**src/rtl/result_mailbox.sv**
```systemverilog
// result_mailbox: watches a CPU write bus for the end-of-test mailbox write,
// reports pass/fail/timeout, counts writes and (optionally) logs them.
// Optional trace FIFO is built only when RESULT_MAILBOX_TRACE_EN is defined;
// without it the read-side ports are tied to their idle values.
module result_mailbox #(
  parameter logic [15:0] WATCH_ADDR = 16'h0030,
  parameter logic [7:0]  EXPECT     = 8'h9D,
  parameter logic [15:0] TIMEOUT    = 16'd220,
  parameter logic [15:0] LOG_LO     = 16'h0000,
  parameter logic [15:0] LOG_HI     = 16'h00FF
) (
  input  logic        ph1,
  input  logic        resetb,
  input  logic [15:0] adr,
  input  logic [7:0]  data,
  input  logic        memwrite,
  output logic        done,
  output logic        pass,
  output logic        timeout,
  output logic [7:0]  result,
  output logic [7:0]  wcount,
  input  logic        rd_en,
  output logic [7:0]  rd_addr,
  output logic [7:0]  rd_data,
  output logic        empty,
  output logic        full,
  output logic        ovf
);

  typedef enum logic [1:0] {
    ST_RUN  = 2'd0,
    ST_PASS = 2'd1,
    ST_FAIL = 2'd2,
    ST_TOUT = 2'd3
  } state_e;

  state_e      state_q, state_d;
  logic [15:0] cyc_q, cyc_d;
  logic        done_q, done_d;
  logic        pass_q, pass_d;
  logic        tout_q, tout_d;
  logic [7:0]  result_q, result_d;
  logic [7:0]  wcount_q, wcount_d;
  logic        wr_run_s;
  logic        watch_hit_s;

  // Writes only matter while the test is still running.
  assign wr_run_s    = (state_q == ST_RUN) & memwrite;
  assign watch_hit_s = wr_run_s & (adr == WATCH_ADDR);

  // Next-state, result capture and write counting; the mailbox write wins over the timeout.
  always_comb begin
    state_d  = state_q;
    cyc_d    = cyc_q;
    result_d = result_q;
    wcount_d = wcount_q;
    case (state_q)
      ST_RUN: begin
        cyc_d = cyc_q + 16'd1;
        if (watch_hit_s) begin
          result_d = data;
          if (data == EXPECT) begin
            state_d = ST_PASS;
          end else begin
            state_d = ST_FAIL;
          end
        end else if (cyc_q == TIMEOUT) begin
          state_d = ST_TOUT;
        end else begin
          state_d = ST_RUN;
        end
        if (memwrite) begin
          if (wcount_q != 8'hFF) begin
            wcount_d = wcount_q + 8'd1;
          end else begin
            wcount_d = wcount_q;
          end
        end else begin
          wcount_d = wcount_q;
        end
      end
      ST_PASS, ST_FAIL, ST_TOUT: begin
        state_d = state_q;
      end
      default: begin
        state_d = ST_RUN;
      end
    endcase
    done_d = (state_d != ST_RUN);
    pass_d = (state_d == ST_PASS);
    tout_d = (state_d == ST_TOUT);
  end

  // State and status registers with synchronous active-low reset.
  always_ff @(posedge ph1) begin
    if (!resetb) begin
      state_q  <= ST_RUN;
      cyc_q    <= 16'd0;
      done_q   <= 1'b0;
      pass_q   <= 1'b0;
      tout_q   <= 1'b0;
      result_q <= 8'h00;
      wcount_q <= 8'h00;
    end else begin
      state_q  <= state_d;
      cyc_q    <= cyc_d;
      done_q   <= done_d;
      pass_q   <= pass_d;
      tout_q   <= tout_d;
      result_q <= result_d;
      wcount_q <= wcount_d;
    end
  end

  assign done    = done_q;
  assign pass    = pass_q;
  assign timeout = tout_q;
  assign result  = result_q;
  assign wcount  = wcount_q;

`ifdef RESULT_MAILBOX_TRACE_EN
  localparam logic [15:0] LOG_SPAN = LOG_HI - LOG_LO;

  logic [15:0] mem_q [8];
  logic [2:0]  wr_ptr_q, wr_ptr_d;
  logic [2:0]  rd_ptr_q, rd_ptr_d;
  logic [3:0]  cnt_q, cnt_d;
  logic        ovf_q, ovf_d;
  logic [15:0] off_s;
  logic        empty_s, full_s, push_s, pop_s, accept_s;

  // Window test as an unsigned offset so a zero lower bound needs no special case.
  assign off_s    = adr - LOG_LO;
  assign empty_s  = (cnt_q == 4'd0);
  assign full_s   = (cnt_q == 4'd8);
  assign push_s   = wr_run_s & (off_s <= LOG_SPAN);
  assign pop_s    = rd_en & ~empty_s;
  // A push into a full FIFO still fits when the head leaves on the same edge.
  assign accept_s = push_s & (~full_s | pop_s);

  // Pointer, occupancy and sticky-overflow next state.
  always_comb begin
    wr_ptr_d = wr_ptr_q;
    rd_ptr_d = rd_ptr_q;
    cnt_d    = cnt_q;
    ovf_d    = ovf_q;
    if (accept_s) begin
      wr_ptr_d = wr_ptr_q + 3'd1;
    end else begin
      wr_ptr_d = wr_ptr_q;
    end
    if (pop_s) begin
      rd_ptr_d = rd_ptr_q + 3'd1;
    end else begin
      rd_ptr_d = rd_ptr_q;
    end
    case ({accept_s, pop_s})
      2'b10:   cnt_d = cnt_q + 4'd1;
      2'b01:   cnt_d = cnt_q - 4'd1;
      default: cnt_d = cnt_q;
    endcase
    if (push_s && !accept_s) begin
      ovf_d = 1'b1;
    end else begin
      ovf_d = ovf_q;
    end
  end

  // FIFO control registers with synchronous active-low reset.
  always_ff @(posedge ph1) begin
    if (!resetb) begin
      wr_ptr_q <= 3'd0;
      rd_ptr_q <= 3'd0;
      cnt_q    <= 4'd0;
      ovf_q    <= 1'b0;
    end else begin
      wr_ptr_q <= wr_ptr_d;
      rd_ptr_q <= rd_ptr_d;
      cnt_q    <= cnt_d;
      ovf_q    <= ovf_d;
    end
  end

  // Entry storage; needs no reset because the read side is masked while empty.
  always_ff @(posedge ph1) begin
    if (resetb && accept_s) begin
      mem_q[wr_ptr_q] <= {adr[7:0], data};
    end
  end

  assign rd_addr = empty_s ? 8'h00 : mem_q[rd_ptr_q][15:8];
  assign rd_data = empty_s ? 8'h00 : mem_q[rd_ptr_q][7:0];
  assign empty   = empty_s;
  assign full    = full_s;
  assign ovf     = ovf_q;
`else
  logic unused_s;

  // Without the trace log the read side sits idle and rd_en has no effect.
  assign unused_s = ^{rd_en, LOG_LO, LOG_HI};
  assign rd_addr  = 8'h00;
  assign rd_data  = 8'h00;
  assign empty    = 1'b1;
  assign full     = 1'b0;
  assign ovf      = 1'b0;
`endif

endmodule

```
**config.mk**
```make
export PLATFORM = sky130hd
export DESIGN_NAME = result_mailbox
export DESIGN_NICKNAME = d
export VERILOG_FILES = /design/src/rtl/result_mailbox.sv
export SDC_FILE = /design/constraint.sdc
export NUM_CORES = 1
export LEC_CHECK = 0
export BUFFER_PORTS_ARGS = -buffer_cell sky130_fd_sc_hd__buf_4
export CORE_MARGIN = 2
export CORE_UTILIZATION = 48
export CTS_BUF_LIST = sky130_fd_sc_hd__clkbuf_8
export CTS_CLUSTER_SIZE = 24
export DETAILED_ROUTE_END_ITERATION = 8
export PLACE_DENSITY_LB_ADDON = 0.12
export SLEW_MARGIN = 20
export SYNTH_ARGS = -nofsm -noshare
export SYNTH_HDL_FRONTEND = slang
export SYNTH_SLANG_ARGS = --single-unit
```
**constraint.sdc**
```tcl
create_clock -name ph1 -period 1.95 [get_ports ph1]
set_clock_uncertainty 0.15 [all_clocks]
set_input_delay 0.2925 -clock ph1 [delete_from_list [all_inputs] [get_ports ph1]]
set_output_delay 0.2925 -clock ph1 [all_outputs]
set_load 0.01 [all_outputs]
```
==> results of run 1 <==
power by group:
group / switching (mW) / total (mW) / leakage, nW / internal [mW]
Clock: 0.260 / 0.503 / 0.0491 / 0.242
Combinational: 0.0710 / 0.140 / 0.638 / 0.0686
Sequential: 0.00830 / 0.773 / 0.299 / 0.765
worst reg2reg max path, stage by stage, from the launching register on:
cell and delay [ps]:
dfxtp_1 330, inv_1 60, ha_1 140, or3b_4 390, nor4_4 300, buf_4 170
nor3_1 40, a21oi_1 160
cells in the mapped netlist, types with 2 or more instances:
master,count
a21oi_1,16
and3_1,3
buf_2,3
buf_4,19
buf_6,3
clkbuf_1,3
conb_1,2
dfxtp_1,37
ha_1,3
inv_1,3
nand2_1,11
nand3_1,14
nand3_2,2
nand4_1,9
nor2_1,17
nor3_1,2
nor4_1,4
o211ai_1,2
o21ai_0,11
o21ai_1,3
o31ai_1,4
or3_1,2
or4_1,6
xnor2_1,3
xor2_1,11
worst max-delay path by stage:
stage                     startpoint    endpoint  depth (start not counted)
after floorplan            cyc_q[14]  state_q[0]                          4
after global placement     cyc_q[14]  state_q[0]                          4
after detailed placement   cyc_q[14]  state_q[0]                          4
after CTS                  cyc_q[14]  state_q[0]                          4
after global routing        cyc_q[1]  state_q[1]                          7
final                       cyc_q[1]        done                          7
state kept, by name, summed over array words and instances (netlist names):
signal   cells
done         1
cyc_q       16
timeout      1
pass         1
state_q      2
result       8
wcount       8
logic make-up after synthesis:
family / after synthesis / share of synthesized area [%]
AO/OA/AOI/OAI: 43 / 13.4
XOR/XNOR: 14 / 6.29
adder cells (fa/ha/maj): 3 / 1.93
buffers and inverters: 32 / 11.2
flip-flops: 37 / 38.0
multiplexers: 1 / 0.513
other: 2 / 0.385
AND/OR/NAND/NOR: 86 / 28.3
per-layer routing:
layer / wire length, um / track usage [%] / vias up
met1: 1850 / 23.7 / 770
met3: 195 / 6.50 / 5
li1: - / - / 864
met5: 0 / 0 / -
met4: 38 / 6.89 / 0
met2: 1980 / 31.9 / 40
final cells by class:
class	count	area [um^2]
fillers	369	1530
multi-input cells	166	1060
flip-flops and latches	37	741
repair buffers	60	450
clock buffers	5	68.8
well taps	50	62.6
inverters	4	15.0
clock inverters	3	13.8
what timing repair did:
| item | 4_1_cts | 5_1_grt |
|---|---|---|
| setup endpoints to repair | 0 | 1 |
| resized for setup | 0 | 2 |
| buffers inserted | 0 | 2 |
==> reports/metrics.csv, run 1 <==
stage;metric;value;unit
timing;setup_tns;0;ps
min_path;min_to;result[2];
clock_network;clk_root_buffer_cell;clkbuf_8;
floorplan;die-area;4590;um^2
finish;final_cell_area;2410;um^2
finish;post-route-util;61.2;%
power;powerDensity;587;nW/um^2
timing;rsz0062_at_grt;false;
worst_setup_path;worstSetupStartpointType;register;
finish;diodes;0;
worst_setup_path;crit_path_top_delay_cell;or3b_4;
place;gp_congestion;0.749;
synthesis;synth_top_area_share;38.0;%
timing;clock.fmax;552;MHz
worst_setup_path;critPathMaxStageDelay;390;ps
drt;dr_total_vias;1679;
synthesis;avgSynthCellArea;8.94;um^2
global_route;grt_pass1_wl;6640;um
worst_setup_path;path_buf_inv;2;
worst_setup_path;crit_path_end_kind;register;
min_path;hold_depth;3;
worst_setup_path;path_cells;inv_1 -> ha_1 -> or3b_4 -> nor4_4 -> buf_4 -> nor3_1 -> a21oi_1;
clock_network;cts_sinks;37;
drt;dr.pass1.iters;4;
timing;finalSetupViolations;0;
floorplan;initial_core_util;49.4;%
power;p_leak;0.986;nW
clock_network;htree_levels;2;
drt;routed_wl;4070;um
clock_network;cts_tree;yes;
floorplan;rows;23;
worst_setup_path;rr_endpoint;done;
finish;layout-drive-gt1-share;30.5;%
timing;slew_viol_final;0;
floorplan;ios;66;
power;total_power;1.42;mW
drt;drt_iter0_drc;66;
drt;drc_errors;0;
place;post_dp_cell_area;2310;um^2
global_route;grt_pass1_vias;1486;
finish;final_common_cell;buf_4;
timing;finalCriticalPeriod;1810;ps
synthesis;yosys_warnings;0;
global_route;antenna_found_initial;0;
place;place_inst;315;
clock_network;cts_hold_buf;0;
finish;layout_common_cells;buf_4, dfxtp_1, conb_1;
place;post-place-ws;124;ps
drt;ant_nets;0;
synthesis;synth-seq-area-share;38.0;%
worst_setup_path;arrival;1880;ps
global_route;grt-ovfl-total;0;
place;portBuffers;45;
synthesis;ys.flop_type;dfxtp_1;
floorplan;die_h;67.7;um
synthesis;ys_types;50;
worst_setup_path;reg2reg_depth;7;
timing;fin_hold_ws;129;ps
flow_run;maxCapViolCount;0;
drt;vias_per_cell;5.17;
synthesis;synth_area_leader_cell;dfxtp_1;
synthesis;synthTopCellsByArea;dfxtp_1, buf_4, xor2_1;
worst_setup_path;crit_fanout;4;
worst_setup_path;worstSetupPathType;reg -> reg;
drt;wire_per_inst;12.5;um
timing;setup_ws;139;ps
floorplan;fp.dieW;67.7;um
finish;areaGrowthSynthToFinish;23.8;%
min_path;min_from;data[2];
global_route;grt_usage;19.5;%
worst_setup_path;timing.rr.start;cyc_q[1];
finish;num-nets-final;305;
clock_network;path_clk_slew;70;ps
global_route;grt_max_degree;34;
worst_setup_path;worstPathRequired;2020;ps
synthesis;syn_area;1950;um^2
finish;final_cells;325;
synthesis;synth-async-reset-ratio;0;%
place;dp_hpwl;2960;um
synthesis;netlist_instances;218;
power;vdd_ir_drop_max;472;uV
min_path;hp-class;in -> reg;
synthesis;ys_ff_latch;37;
clock_network;clock_path_buffers;2;
outcome;status;finished clean;
clock_network;cts_buffers;5;
floorplan;core_area;3940;um^2
timing;min_period_over_period;92.9;%
clock_network;clk_latency;290;ps
worst_setup_path;cp_top_family;simple AND/OR/NAND/NOR gates;
timing;hold_viol;0;
worst_setup_path;rrSetupSlack;140;ps
synthesis;synth-edff-count;0;
Note: power is estimated with default switching activity, not from simulation.
==> run 2: changes to the inputs <==
- REMOVE_ABC_BUFFERS: default -> 1
==> run 2 against run 1 <==
  * Non-clock buffer count is 4 lower
  * Final cell count is 1.2% lower
  * Sequential power hardly changed
  * Sequential share of layout area is 0.48 points higher
  * Total power is 0.74% higher
  * Combinational power is 4% lower
  * Clock-buffer cell count stayed put
  * Routed wire length is 0.96% lower
  * Design area is 1.6% lower
  * Via count is 1.9% lower
  * Flip-flop and latch count stayed put
  * Die area stayed put
  * Highest routed layer unchanged
==> reports/metrics.csv, run 2 (synthesis gave the netlist of run 1 again) <==
stage;metric;value;unit;change
power;p_comb_share;9.4;%;-0.5 points
drt;drc_errors;0;;unchanged
worst_setup_path;crit_path_top_delay_cell;or4_1;;
worst_setup_path;worstSetupStartpointType;register;;
clock_network;clock_path_buffers;2;;unchanged
worst_setup_path;path_cells;or4_1 -> nor4_4 -> o21ai_2 -> a221oi_2;;
clock_network;cts_sinks;37;;unchanged
timing;min_period_over_period;93.1;%;+0.23 points
timing;clock.fmax;551;MHz;-0.25%
min_path;hp-class;in -> reg;;
worst_setup_path;worstPathRequired;2010;ps;about the same
power;p_leak;0.964;nW;-2.2%
power;total_power;1.43;mW;+0.74%
power;p_int;1.07;mW;-0.33%
worst_setup_path;rr_endpoint;state_q[0];;
timing;setup_tns;0;ps;unchanged
global_route;grt-ovfl-total;0;;unchanged
place;gp_congestion;0.777;;+3.7%
drt;dr.pass1.iters;4;;unchanged
place;portBuffers;45;;unchanged
power;vdd_ir_drop_max;419;uV;-11%
worst_setup_path;worstSetupPathType;reg -> reg;;
global_route;grt_pass1_wl;6600;um;-0.62%
finish;layout-drive-gt1-share;29.2;%;-1.4 points
power;seqPwrFrac;54.3;%;-0.3 points
clock_network;clk_latency;290;ps;about the same
drt;routed_wl;4030;um;-0.96%
power;powerDensity;600;nW/um^2;+2.3%
clock_network;cts_hold_buf;0;;unchanged
finish;fillers;374;;+1.4%
timing;setup_ws;135;ps;-4.45 ps
power;p_clk_share;36.2;%;+0.7 points
clock_network;path_clk_slew;70;ps;about the same
worst_setup_path;timing.rr.start;cyc_q[13];;
global_route;antenna_found_initial;0;;unchanged
finish;final_common_cell;buf_4;;
global_route;grt_max_degree;34;;unchanged
power;p_switching;0.354;mW;+4.1%
drt;drt_iter0_drc;80;;+21%
worst_setup_path;reg2reg_depth;4;;-3
floorplan;initial_core_util;49.4;%;unchanged
finish;regMostFlops;cyc_q;;
worst_setup_path;critPathMaxStageDelay;580;ps;+190 ps
global_route;grt_usage;19.3;%;-0.18 points
min_path;min_to;result[2];;
drt;ant_nets;0;;unchanged
power;switching_share;24.8;%;+0.81 points
drt;vias_per_cell;5.13;;-0.68%
worst_setup_path;arrival;1880;ps;about the same
floorplan;fp.dieW;67.7;um;unchanged
clock_network;clk_root_buffer_cell;clkbuf_8;;
place;dp_hpwl;2920;um;-1.1%
clock_network;post_cts_buffers;0;;unchanged
min_path;hold_depth;3;;unchanged
timing;hold_viol;0;;unchanged
floorplan;die-area;4590;um^2;unchanged
clock_network;cts_buffers;5;;unchanged
clock_network;htree_levels;2;;unchanged
worst_setup_path;crit_fanout;5;;+1
drt;dr_total_vias;1647;;-1.9%
floorplan;ios;66;;unchanged
timing;rsz0062_at_grt;false;;
worst_setup_path;crit_path_end_kind;register;;
global_route;grt_pass1_vias;1520;;+2.3%
clock_network;post_cts_resized;0;;unchanged
drt;wire_per_inst;12.5;um;+0.28%
finish;largest_reg_flops;16;;unchanged
floorplan;rows;23;;unchanged
finish;diodes;0;;unchanged
timing;finalCriticalPeriod;1820;ps;+4.45 ps
clock_network;cts_tree;yes;;
finish;final_cell_area;2380;um^2;-1.6%
finish;num-nets-final;301;;-1.3%
finish;areaGrowthSynthToFinish;21.9;%;
place;post_dp_cell_area;2290;um^2;-0.65%
finish;layout_common_cells;buf_4, dfxtp_1, conb_1;;
flow_run;maxCapViolCount;0;;unchanged
timing;slew_viol_final;0;;unchanged
place;post-place-ws;137;ps;+13.1 ps
floorplan;die_h;67.7;um;unchanged
floorplan;core_area;3940;um^2;unchanged
worst_setup_path;rrSetupSlack;130;ps;about the same
timing;finalSetupViolations;0;;unchanged
outcome;status;finished clean;;
finish;post-route-util;60.3;%;-0.95 points
min_path;min_from;data[2];;
-- run 2: changes by cell type in the layout (fill, tap and decap cells not counted), sizes merged --
cell | previous run | this run
buf | 60 | 56
-- run 2: metrics by stage --
stage	cells	hold slack, ps
after floorplan	207	275
after global placement	313	310
after detailed placement	313	318
after CTS	321	118
after global routing	321	119
final	321	123
-- run 2: how the worst max path moves through the flow --
stage,start,to,slack (ps),cells after the start
6_report,cyc_q[13],state_q[0],130,4
5_1_grt,cyc_q[0],state_q[0],20,6
4_1_cts,cyc_q[0],state_q[0],120,6
3_5_place_dp,cyc_q[4],state_q[0],140,4
3_3_place_gp,cyc_q[0],state_q[0],160,6
2_1_floorplan,cyc_q[14],state_q[0],240,4
-- run 2: cell type report --
class	count	area (um^2)	share of cell area, %
clock buffers	5	68.8	2.90
clock inverters	3	13.8	0.579
inverters	4	15.0	0.632
multi-input cells	166	1050	44.4
flip-flops and latches	37	741	31.2
well taps	50	62.6	2.63
repair buffers	56	420	17.7
-- run 2: worst max-delay path: cells and delay by family (launching register included) --
kind / cells / cell delay [ps]
DFF: 1 / 350
AOI/OAI and AO/OA: 2 / 350
and+or+nand+nor: 2 / 890
-- run 2: power by group through the flow --
stage	Combinational [mW]	Clock (mW)	Sequential, mW
5_1_grt	0.152	0.563	0.776
3_3_place_gp	0.133	0	0.792
2_1_floorplan	0.0617	0	0.795
6_report	0.135	0.517	0.775
4_1_cts	0.135	0.531	0.775
3_5_place_dp	0.134	0	0.793
-- run 2: routing by layer --
metal	global-route usage, %	wire length [um]	vias to the layer above
met5	0	0	-
met4	9.18	70	0
met3	6.00	226	7
met2	31.6	1940	40
met1	22.8	1790	747
li1	-	-	853
==> run 3: changes to the inputs <==
- ABC_AREA: default -> 1
- PLACE_DENSITY: default -> 0.77
- PLACE_DENSITY_LB_ADDON: 0.12 -> default
==> run 3 against run 2 <==
  * Flip-flop and latch count unchanged
  * Design area decreased by 1.7%
  * Sequential share of layout area increased by 0.55 points
  * Clock power increased by 22%
  * Critical path type unchanged
  * Largest power group unchanged
  * Highest routed layer unchanged
==> reports/metrics.csv, run 3 <==
stage;metric;value;unit;change
finish;layout-drive-gt1-share;22.6;%;-6.5 points
drt;ant_nets;0;;unchanged
clock_network;clk_latency;290;ps;about the same
drt;wire_per_inst;10.2;um;-19%
floorplan;initial_core_util;51.3;%;+1.9 points
clock_network;clock_path_buffers;2;;unchanged
place;dp_hpwl;2750;um;-6.1%
worst_setup_path;path_buf_inv;1;;+1
synthesis;synth-edff-count;0;;unchanged
worst_setup_path;crit_fanout;12;;+7
finish;num-nets-final;345;;+15%
power;vdd_ir_drop_max;565;uV;+35%
finish;diodes;0;;unchanged
outcome;status;finished clean;;
finish;fillers;344;;-8.0%
floorplan;die_h;67.3;um;-0.69%
floorplan;core_area;3740;um^2;-5.0%
synthesis;netlist_instances;268;;+23%
synthesis;synthTopCellsByArea;dfxtp_1, inv_1, buf_4;;
global_route;grt_usage;17.7;%;-1.6 points
finish;final_common_cell;buf_4;;
timing;finalSetupViolations;0;;unchanged
worst_setup_path;cpMostUsedCell;nor2_1;;
synthesis;synth_top_area_share;38.6;%;+0.57 points
synthesis;synth_area_leader_cell;dfxtp_1;;
clock_network;post_cts_resized;0;;unchanged
synthesis;synth-seq-area-share;38.6;%;+0.57 points
drt;drt_iter0_drc;51;;-36%
synthesis;yosysMostFrequentCell;inv_1;;
timing;clock.fmax;568;MHz;+3.0%
finish;multi_input_area;920;um^2;-13%
worst_setup_path;worstSetupStartpointType;register;;
drt;drc_errors;0;;unchanged
power;powerDensity;657;nW/um^2;+9.5%
drt;dr.pass1.iters;4;;unchanged
timing;hold_viol;0;;unchanged
finish;post-route-util;62.4;%;+2.1 points
drt;dr_total_vias;1714;;+4.1%
clock_network;path_clk_slew;70;ps;about the same
timing;finalCriticalPeriod;1760;ps;-53.3 ps
worst_setup_path;crit_path_top_delay_cell;dfxtp_1;;
clock_network;cts_sinks;37;;unchanged
synthesis;synth-async-reset-ratio;0;%;unchanged
clock_network;post_cts_buffers;0;;unchanged
drt;vias_per_cell;4.73;;-7.7%
global_route;grt_pass1_vias;1478;;-2.8%
flow_run;maxCapViolCount;0;;unchanged
synthesis;netlist_top_cells_count;inv_1, nand2_1, dfxtp_1, a21oi_1, nor2_1;;
finish;regMostFlops;cyc_q;;
synthesis;ys_ff_latch;37;;unchanged
global_route;grt_max_degree;30;;-12%
power;total_power;1.53;mW;+7.6%
clock_network;cts_tree;yes;;
worst_setup_path;arrival;1800;ps;-80 ps
place;gp_congestion;0.796;;+2.5%
drt;routed_wl;3690;um;-8.4%
synthesis;syn_area;1920;um^2;-1.5%
floorplan;ios;66;;unchanged
place;portBuffers;45;;unchanged
finish;layout_common_cells;buf_4, inv_1, nand2_1;;
worst_setup_path;crit_path_end_kind;register;;
synthesis;ys_types;27;;-46%
worst_setup_path;critPathMaxStageDelay;400;ps;-180 ps
clock_network;clk_root_buffer_cell;clkbuf_8;;
timing;rsz0062_at_grt;false;;
finish;areaGrowthSynthToFinish;21.6;%;
timing;setup_tns;0;ps;unchanged
worst_setup_path;cp_top_family;simple AND/OR/NAND/NOR gates;;
worst_setup_path;worstSetupPathType;reg -> reg;;
global_route;grt_pass1_wl;6070;um;-8.0%
floorplan;rows;22;;-4.3%
floorplan;die-area;4520;um^2;-1.4%
global_route;antenna_found_initial;0;;unchanged
global_route;grt-ovfl-total;0;;unchanged
clock_network;cts_buffers;5;;unchanged
synthesis;ys.flop_type;dfxtp_1;;
timing;slew_viol_final;0;;unchanged
finish;largest_reg_flops;16;;unchanged
power;p_leak;1.09;nW;+13%
worst_setup_path;path_cells;ha_1 -> nand2_1 -> nor2_1 -> a31oi_4 -> inv_1 -> nor2_1 -> a21oi_1 -> nor2_1;;
synthesis;yosys_warnings;0;;unchanged
clock_network;htree_levels;2;;unchanged
min_path;hp-class;in -> reg;;
worst_setup_path;worstPathRequired;1990;ps;-20 ps
finish;ff_latch_area;741;um^2;unchanged
clock_network;cts_hold_buf;0;;unchanged
synthesis;avgSynthCellArea;7.17;um^2;-20%
floorplan;fp.dieW;67.3;um;-0.69%
timing;min_period_over_period;90.4;%;-2.7 points
[run 3: cell count changes after synthesis, sizes merged, moves of 3 or more]
| cell | delta |
|---|---|
| nor4 | -6 |
| or4 | -6 |
| nand2 | +32 |
| o21ai | +4 |
| o31ai | -4 |
| inv | +41 |
| buf | -3 |
| nor2 | +17 |
| a21oi | +11 |
| xor2 | -9 |
[run 3: worst register-to-register path, stage by stage, from the launching register on]
cell and delay (ps):
dfxtp_1 400, ha_1 190, nand2_1 70, nor2_1 260, a31oi_4 220, inv_1 150
nor2_1 70, a21oi_1 120, nor2_1 50
[run 3: worst paths after layout]
path	cells after the start	endpoint	slack (ps)	from
worst max-delay path	8	wcount[4]	190	wcount[0]
worst max register to register	8	wcount[4]	190	wcount[0]
worst min-delay path	3	result[6]	120	data[6]
worst min register to register	2	result[2]	300	result[2]
[run 3: layer usage]
metal	track usage [%]	vias up	part of all wire (%)	wire length, um
li1	-	900	-	-
met5	0	-	0	0
met3	4.17	7	8.4	309
met2	30.2	55	45	1670
met1	20.8	752	44	1640
met4	8.42	0	2.0	72
[run 3: power breakdown]
group / internal (mW) / leakage (nW) / switching, mW / total, mW
combinational: 0.0600 / 0.736 / 0.0699 / 0.130
sequential: 0.765 / 0.299 / 0.00897 / 0.774
clock: 0.371 / 0.0540 / 0.259 / 0.630
[run 3: area by class of cell]
| class | count | share of cell area, % |
|---|---|---|
| clock inverter | 2 | 1.50 |
| timing repair buffer | 46 | 14.8 |
| sequential | 37 | 31.7 |
| inverter | 44 | 7.07 |
| tap | 48 | 2.57 |
| clock buffer | 5 | 2.95 |
| multi-input combinational | 180 | 39.4 |
[run 3: cell families (layout without fill, tap and decap cells)]
logic type | count (synthesis) | in the layout | synth area share, %
simple gates | 106 | 106 | 27.0
buf+inv | 68 | 97 | 17.3
compound gates | 49 | 49 | 13.4
flops | 37 | 37 | 38.6
fa+ha+maj | 3 | 3 | 1.95
xor+xnor | 3 | 3 | 1.37
other cells | 2 | 19 | 0.391
[run 3: stage by stage]
stage | instance area (um^2) | setup slack (ps) | cells | hold slack (ps)
finish | 2330 | 188 | 362 | 123
global route | 2330 | 16.2 | 362 | 150
CTS | 2330 | 131 | 362 | 121
detailed placement | 2220 | 145 | 355 | 286
global placement | 2220 | 180 | 355 | 283
floorplan | 1820 | 327 | 261 | 263
